### src/rtl/truth_table_sweeper.sv
// Exhaustive stimulus engine: walks every N_IN-bit input vector in ascending
// order, holds each for DWELL cycles, and scores the DUT response against EXP_TT.
module truth_table_sweeper #(
    parameter int                      N_IN   = 4,
    parameter int                      DWELL  = 1,
    parameter logic [(1<<N_IN)-1:0]    EXP_TT = 16'hA5C3
) (
    input  logic            clk,
    input  logic            rst_n,
    input  logic            start,
    input  logic            abort,
    input  logic            resp,
    output logic [N_IN-1:0] stim,
    output logic            busy,
    output logic            done,
    output logic            pass,
    output logic [N_IN:0]   err_count,
    output logic [N_IN-1:0] first_err_vec,
    output logic            first_err_valid
);

    localparam int              CW         = (DWELL > 1) ? $clog2(DWELL) : 1;
    localparam logic [CW-1:0]   LAST_DWELL = CW'(DWELL - 1);
    localparam logic [CW-1:0]   CNT_ONE    = CW'(1);
    localparam logic [N_IN-1:0] LAST_VEC   = '1;
    localparam logic [N_IN-1:0] VEC_ONE    = N_IN'(1);
    localparam logic [N_IN:0]   ERR_ONE    = (N_IN + 1)'(1);

    typedef enum logic [1:0] {
        IDLE  = 2'd0,
        APPLY = 2'd1,
        DONE  = 2'd2
    } state_t;

    state_t          state, state_nxt;
    logic [CW-1:0]   dwell_cnt, dwell_nxt;
    logic [N_IN-1:0] stim_nxt;
    logic            busy_nxt, done_nxt, pass_nxt;
    logic [N_IN:0]   err_nxt;
    logic [N_IN-1:0] first_vec_nxt;
    logic            first_valid_nxt;

    logic sample;
    logic mismatch;

    assign sample   = (dwell_cnt == LAST_DWELL);
    assign mismatch = (resp != EXP_TT[stim]);

    always_ff @(posedge clk or negedge rst_n) begin
        if (!rst_n) begin
            state           <= IDLE;
            dwell_cnt       <= '0;
            stim            <= '0;
            busy            <= 1'b0;
            done            <= 1'b0;
            pass            <= 1'b0;
            err_count       <= '0;
            first_err_vec   <= '0;
            first_err_valid <= 1'b0;
        end else begin
            state           <= state_nxt;
            dwell_cnt       <= dwell_nxt;
            stim            <= stim_nxt;
            busy            <= busy_nxt;
            done            <= done_nxt;
            pass            <= pass_nxt;
            err_count       <= err_nxt;
            first_err_vec   <= first_vec_nxt;
            first_err_valid <= first_valid_nxt;
        end
    end

    always_comb begin
        state_nxt       = state;
        dwell_nxt       = dwell_cnt;
        stim_nxt        = stim;
        busy_nxt        = busy;
        done_nxt        = done;
        pass_nxt        = pass;
        err_nxt         = err_count;
        first_vec_nxt   = first_err_vec;
        first_valid_nxt = first_err_valid;

        // abort outranks start in every state; scoring results are kept
        if (abort) begin
            state_nxt = IDLE;
            dwell_nxt = '0;
            stim_nxt  = '0;
            busy_nxt  = 1'b0;
            done_nxt  = 1'b0;
            pass_nxt  = 1'b0;
        end else begin
            case (state)
                IDLE, DONE: begin
                    if (start) begin
                        state_nxt       = APPLY;
                        dwell_nxt       = '0;
                        stim_nxt        = '0;
                        busy_nxt        = 1'b1;
                        done_nxt        = 1'b0;
                        pass_nxt        = 1'b0;
                        err_nxt         = '0;
                        first_vec_nxt   = '0;
                        first_valid_nxt = 1'b0;
                    end
                end
                APPLY: begin
                    dwell_nxt = dwell_cnt + CNT_ONE;
                    if (sample) begin
                        if (mismatch) begin
                            err_nxt = err_count + ERR_ONE;
                            if (!first_err_valid) begin
                                first_vec_nxt   = stim;
                                first_valid_nxt = 1'b1;
                            end
                        end
                        dwell_nxt = '0;
                        if (stim == LAST_VEC) begin
                            state_nxt = DONE;
                            stim_nxt  = '0;
                            busy_nxt  = 1'b0;
                            done_nxt  = 1'b1;
                            // the final sample's own verdict must count toward pass
                            pass_nxt  = !mismatch && (err_count == '0);
                        end else begin
                            stim_nxt = stim + VEC_ONE;
                        end
                    end
                end
                default: state_nxt = IDLE;
            endcase
        end
    end

endmodule

### config.mk
export PLATFORM = sky130hd
export DESIGN_NAME = truth_table_sweeper
export DESIGN_NICKNAME = d
export VERILOG_FILES = /design/src/rtl/truth_table_sweeper.sv
export SDC_FILE = /design/constraint.sdc
export NUM_CORES = 1
export LEC_CHECK = 0
export ABC_AREA = 1
export CORE_ASPECT_RATIO = 1.5
export CORE_MARGIN = 5
export CORE_UTILIZATION = 45
export CTS_CLUSTER_DIAMETER = 100
export DETAILED_ROUTE_END_ITERATION = 8
export PLACE_DENSITY_LB_ADDON = 0.1
export SYNTH_ARGS = -nofsm -noshare
export SYNTH_HDL_FRONTEND = slang
export SYNTH_SLANG_ARGS = --single-unit
### constraint.sdc
create_clock -name clk -period 1.31 [get_ports clk]
set_input_delay 0.131 -clock clk [delete_from_list [all_inputs] [get_ports clk]]
set_output_delay 0.131 -clock clk [all_outputs]
set_load 0.01 [all_outputs]
* Yosys cells after proc, flatten, opt, wreduce, memory -nomap -nowiden *
Memory sizes are Yosys's and may differ from the RTL's.
Index checks and enable logic that the tools add are counted.

word-level totals
  memories = 1
  bits in registers = 20
  bits of input ports = 5
  memory bits (read-only) = 16

cells by class
  eq/ne operators = 11
  reductions and logical operators = 13
  $add $sub $neg = 3
  bitwise logic cells = 1
  order comparisons = 1
  muxes and demuxes = 39

memories
  memory            words  bits a word  read ports  clocked after memory_dff  wr ports  line  source
  (name not given)  16     1            1           0                         0         47    assign mismatch = (resp != EXP_TT[stim]);

operator list
  kind                 count
  $mux 4               7
  $mux 1               16
  $pmux 4 s2           2
  $mux 5               3
  $pmux 1 s2           5
  $pmux 5 s2           1
  $ne 3x3->1 const B   3
  $mux 2               4
  $ne 2x2->1 const B   4
  $reduce_and 3->1     2
  $reduce_and 6->1     1
  $add 5x1->5 const B  1
  $logic_not 5->1      1
  $lt 4x5->1 const B   1
  $reduce_and 5->1     1
  $add 4x1->4 const B  1
  $eq 4x4->1 const B   1
  $pmux 2 s2           1
  $reduce_and 4->1     1
  $reduce_bool 3->1    1
  $eq 2x1->1 const B   1
  $eq 2x2->1 const B   1
  $logic_not 2->1      1
  $reduce_and 2->1     1
  other kinds (7)      7

* Logic depth before layout (Yosys ltp) *
  word-level depth = 9
  gate-level depth with buffers = 10
  gate-level depth less buffers = 10

* Least setup slack after synthesis *
Ideal clock, no wire load.

  kind = register -> register
  from = register stim[2]
  to = register err_count[0]
  slack = -0.187 ns
  clock period less this slack = 1.497 ns
  stages on the path, launching flop included = 8
  data required time = 1.236 ns
  path buffers = 0
  setup time = 0.074 ns
  arrival = 1.423 ns
  path through = dfrtp_1 ha_1 or2_1 nand3_2 nand3_4 nand2_8 nand2_1 o21ai_2

on the way
  longest elaborated chain between the ends = 5

RTL lines
  element                            line  source
  from (decl)                        13    output logic [N_IN-1:0] stim,
  from (signal assigned)             63    stim <= stim_nxt;
  $mem_v2 16x1                       -
  $mux 1 (not written as such)       47
  $ne 1x1->1                         47
  $ne 2x2->1 (no source line)        -
  $reduce_and 5->1 (no source line)  -
  to (signal assigned)               67    err_count <= err_nxt;
  to (decl)                          17    output logic [N_IN:0] err_count,

No other way between the ends. The select of a mux whose other input is x is not followed.
A chain may end at the register's enable or synchronous reset.

* Final worst setup path *
  from = register stim[1]
  to = register err_count[2]

Same word-level chain as after synthesis.

==> impl_metrics.json <==
{
  "status": "finished with violations",
  "violations": "negative setup slack",
  "io_buffers": 21,
  "fp.dieW_um": 50.5,
  "die_y_um": 70.7,
  "clkLatencyLatePin_ps": 300,
  "avgViaCountPerCell": 4.98,
  "die-area_um2": 3570,
  "io-pin-count": 22,
  "start_util_pct": 46.2,
  "grt_util_all_layers_pct": 16.6,
  "worstPathMaxFanout": 7,
  "setup_slack_ps": -129,
  "grt_max_degree": 20,
  "dpl_worst_slack_ps": -153,
  "critPathSlowestCell": "dfrtp_2",
  "tightest_slew_ps": 258,
  "hold_buffers": 0,
  "ys_types": 26,
  "firstDrtPassIters": 4,
  "worst-path-buf-inv": 0,
  "cts_tree": "done",
  "grt_remaining_overflow": 0,
  "synth_cells": 125,
  "syn_nets": 134,
  "total_leakage_power_nw": 0.849,
  "nets": 190,
  "maxCapViolCount": 0,
  "antenna_found_initial": 0,
  "rsz0062_at_grt": "yes",
  "setup.worst_path.class": "reg2reg",
  "grt_pass1_wl_um": 4710,
  "worstReg2RegEnd": "err_count[2]$_DFFE_PN0P_",
  "synth_area_um2": 1110,
  "max-clock-path-buffers": 2,
  "rows": 22,
  "relSlewSlack_pct": 82.8,
  "critPathRequiredTime_ps": 1550,
  "crit_path_max_incr_delay_ps": 440,
  "ys.warnings.count": 0,
  "crit_cells": 7,
  "gp_congestion": 0.858,
  "antennaDiodeCount": 0,
  "cp_top_family": "simple AND/OR/NAND/NOR gates",
  "ys_seq_area_share_pct": 43.0,
  "ant_nets": 0,
  "start_kind": "flip-flop",
  "fin_crit_sh_pct": 110,
  "num-fill-cells": 203,
  "drive_gt1_share_pct": 42.8,
  "drc": 0,
  "hold_violations": 0,
  "finalSetupViolCount": 11,
  "vias": 1016,
  "critPathArrivalTime_ps": 1680,
  "ys_seq_elements": 19,
  "synth.avg_cell_area_um2": 8.85,
  "clock-sinks": 19,
  "post_drt_wl_per_cell_um": 12.8,
  "finalMaxSlewViolations": 0,
  "setup_tns_ps": -1150,
  "r2r_cells": 7,
  "routed_wl_um": 2610,
  "cts_buffers": 3,
  "place_hpwl_um": 1920,
  "areaGrowthSynthToFinish_pct": 52.4,
  "ir_worst_vdd_mv": 0.991,
  "clkTransAtPathRegs_ps": 110,
  "reg2reg_from": "stim[1]$_DFFE_PN0P_",
  "clock-skew-final_ps": 2.52,
  "htree_num_levels": 1,
  "min_path_type": "in2async",
  "fin_util_pct": 70.4,
  "reg2reg_slack_ps": -130,
  "core_area_um2": 2390,
  "drtIter0Drc": 7,
  "cp-end-kind": "flip-flop",
  "crit_chain": "ha_4 -> or2_1 -> nand3_2 -> nand3_4 -> nand2_8 -> nand2_1 -> o21ai_2",
  "cts-root-buf": "clkbuf_4",
  "post-route-min-period_ps": 1440,
  "max_freq_mhz": 695,
  "grt_pass1_vias": 1080,
  "p_per_area_nw_per_um2": 999
}
report_power, final:
| group | switching, mW | leakage (nW) | internal [mW] |
|---|---|---|---|
| clock | 0.188 | 0.0177 | 0.114 |
| sequential | 0.0402 | 0.256 | 0.646 |
| combinational | 0.363 | 0.576 | 0.332 |
area by class of cell:
type	count	area (um2)	share of cell area [%]
multi-input combinational	90	644	38.2
clock buffer	3	22.5	1.34
timing repair buffer	52	447	26.5
clock inverter	1	5.00	0.297
inverter	15	58.8	3.49
sequential	19	478	28.4
tap	24	30.0	1.78
cells by family (layout without fill, tap and decap cells):
| group | count (synthesis) | count (layout) | synth area share [%] |
|---|---|---|---|
| flops | 19 | 19 | 43.0 |
| simple gates | 70 | 70 | 35.1 |
| compound gates | 13 | 13 | 8.94 |
| buf+inv | 16 | 71 | 6.11 |
| fa+ha+maj | 4 | 4 | 4.53 |
| xor+xnor | 3 | 3 | 2.38 |
cells in the mapped netlist (all sizes together):
| library cell | n | share of area (%) |
|---|---|---|
| nor4 | 1 | 0.57 |
| xnor2 | 1 | 0.79 |
| ha | 4 | 4.5 |
| dfrtp | 19 | 43 |
| and3 | 1 | 0.57 |
| xor2 | 2 | 1.6 |
| a21oi | 4 | 2.8 |
| inv | 15 | 5.1 |
| or2 | 2 | 1.4 |
| buf | 1 | 1.0 |
| nand4 | 4 | 2.3 |
| nand3 | 13 | 10 |
| nor2 | 10 | 4.3 |
| o21ai | 9 | 6.1 |
| nand2 | 39 | 16 |
worst max path at each step:
stage / from / endpoint / slack [ps]
after floorplan: stim[1]$_DFFE_PN0P_ / err_count[0]$_DFFE_PN0P_ / -120
after global placement: start / first_err_valid$_DFFE_PN0P_ / -120
after detailed placement: start / first_err_valid$_DFFE_PN0P_ / -150
after CTS: stim[1]$_DFFE_PN0P_ / err_count[2]$_DFFE_PN0P_ / -140
after global routing: stim[1]$_DFFE_PN0P_ / err_count[0]$_DFFE_PN0P_ / -230
final: stim[1]$_DFFE_PN0P_ / err_count[2]$_DFFE_PN0P_ / -130
sequential cells by signal, indices dropped and copies added, names as in the netlist:
register	count
pass	1
state	2
stim	4
done	1
first_err_valid	1
err_count	5
first_err_vec	4
busy	1
metal layers:
| layer | global-route usage (%) | vias up | share of wire [%] |
|---|---|---|---|
| met5 | 0 | - | 0 |
| met4 | 6.53 | 0 | 2.2 |
| met3 | 3.16 | 6 | 3.6 |
| met2 | 27.9 | 19 | 52 |
| met1 | 20.4 | 476 | 42 |
| li1 | - | 515 | - |
stage by stage:
step / instances / hold slack, ps / area [um2] / power (mW)
final: 204 / 170 / 1690 / 1.68
after global routing: 204 / 179 / 1690 / 1.82
after CTS: 199 / 174 / 1580 / 1.63
after detailed placement: 189 / 463 / 1510 / 1.31
after global placement: 189 / 458 / 1510 / 1.29
after floorplan: 125 / -165 / 1120 / 1.01
what timing repair did:
| item | 4_1_cts | 5_1_grt |
|---|---|---|
| gates resized for setup | 25 | 19 |
| buffers inserted | 6 | 6 |
| endpoints found under the setup margin | 31 | 19 |
| hold endpoints to repair | 0 | 0 |
| pin swaps | 3 | 9 |
cells in the final DEF, fill, tap and decap left out, types with 2 or more instances in the layout:
cell type        netlist  layout
dfrtp_2                0       2
buf_6                  1       2
nand4_1                4       4
nand2_1               35      29
clkbuf_4               0       3
nor2_1                 8       6
ha_4                   0       2
dfrtp_1               19      17
inv_2                  5       6
nand3_2                2       2
nor2_4                 1       3
nand3_1                8       7
a21oi_2                0       2
clkdlybuf4s15_1        0       4
nand3_4                3       4
dlygate4sd2_1          0      13
o21ai_2                6       6
inv_1                 10       8
nand2_2                2       8
xor2_1                 2       2
buf_4                  0      28
clkdlybuf4s50_1        0       4
o21ai_0                3       2
ha_1                   4       2
(Power assumes the default switching activity.)
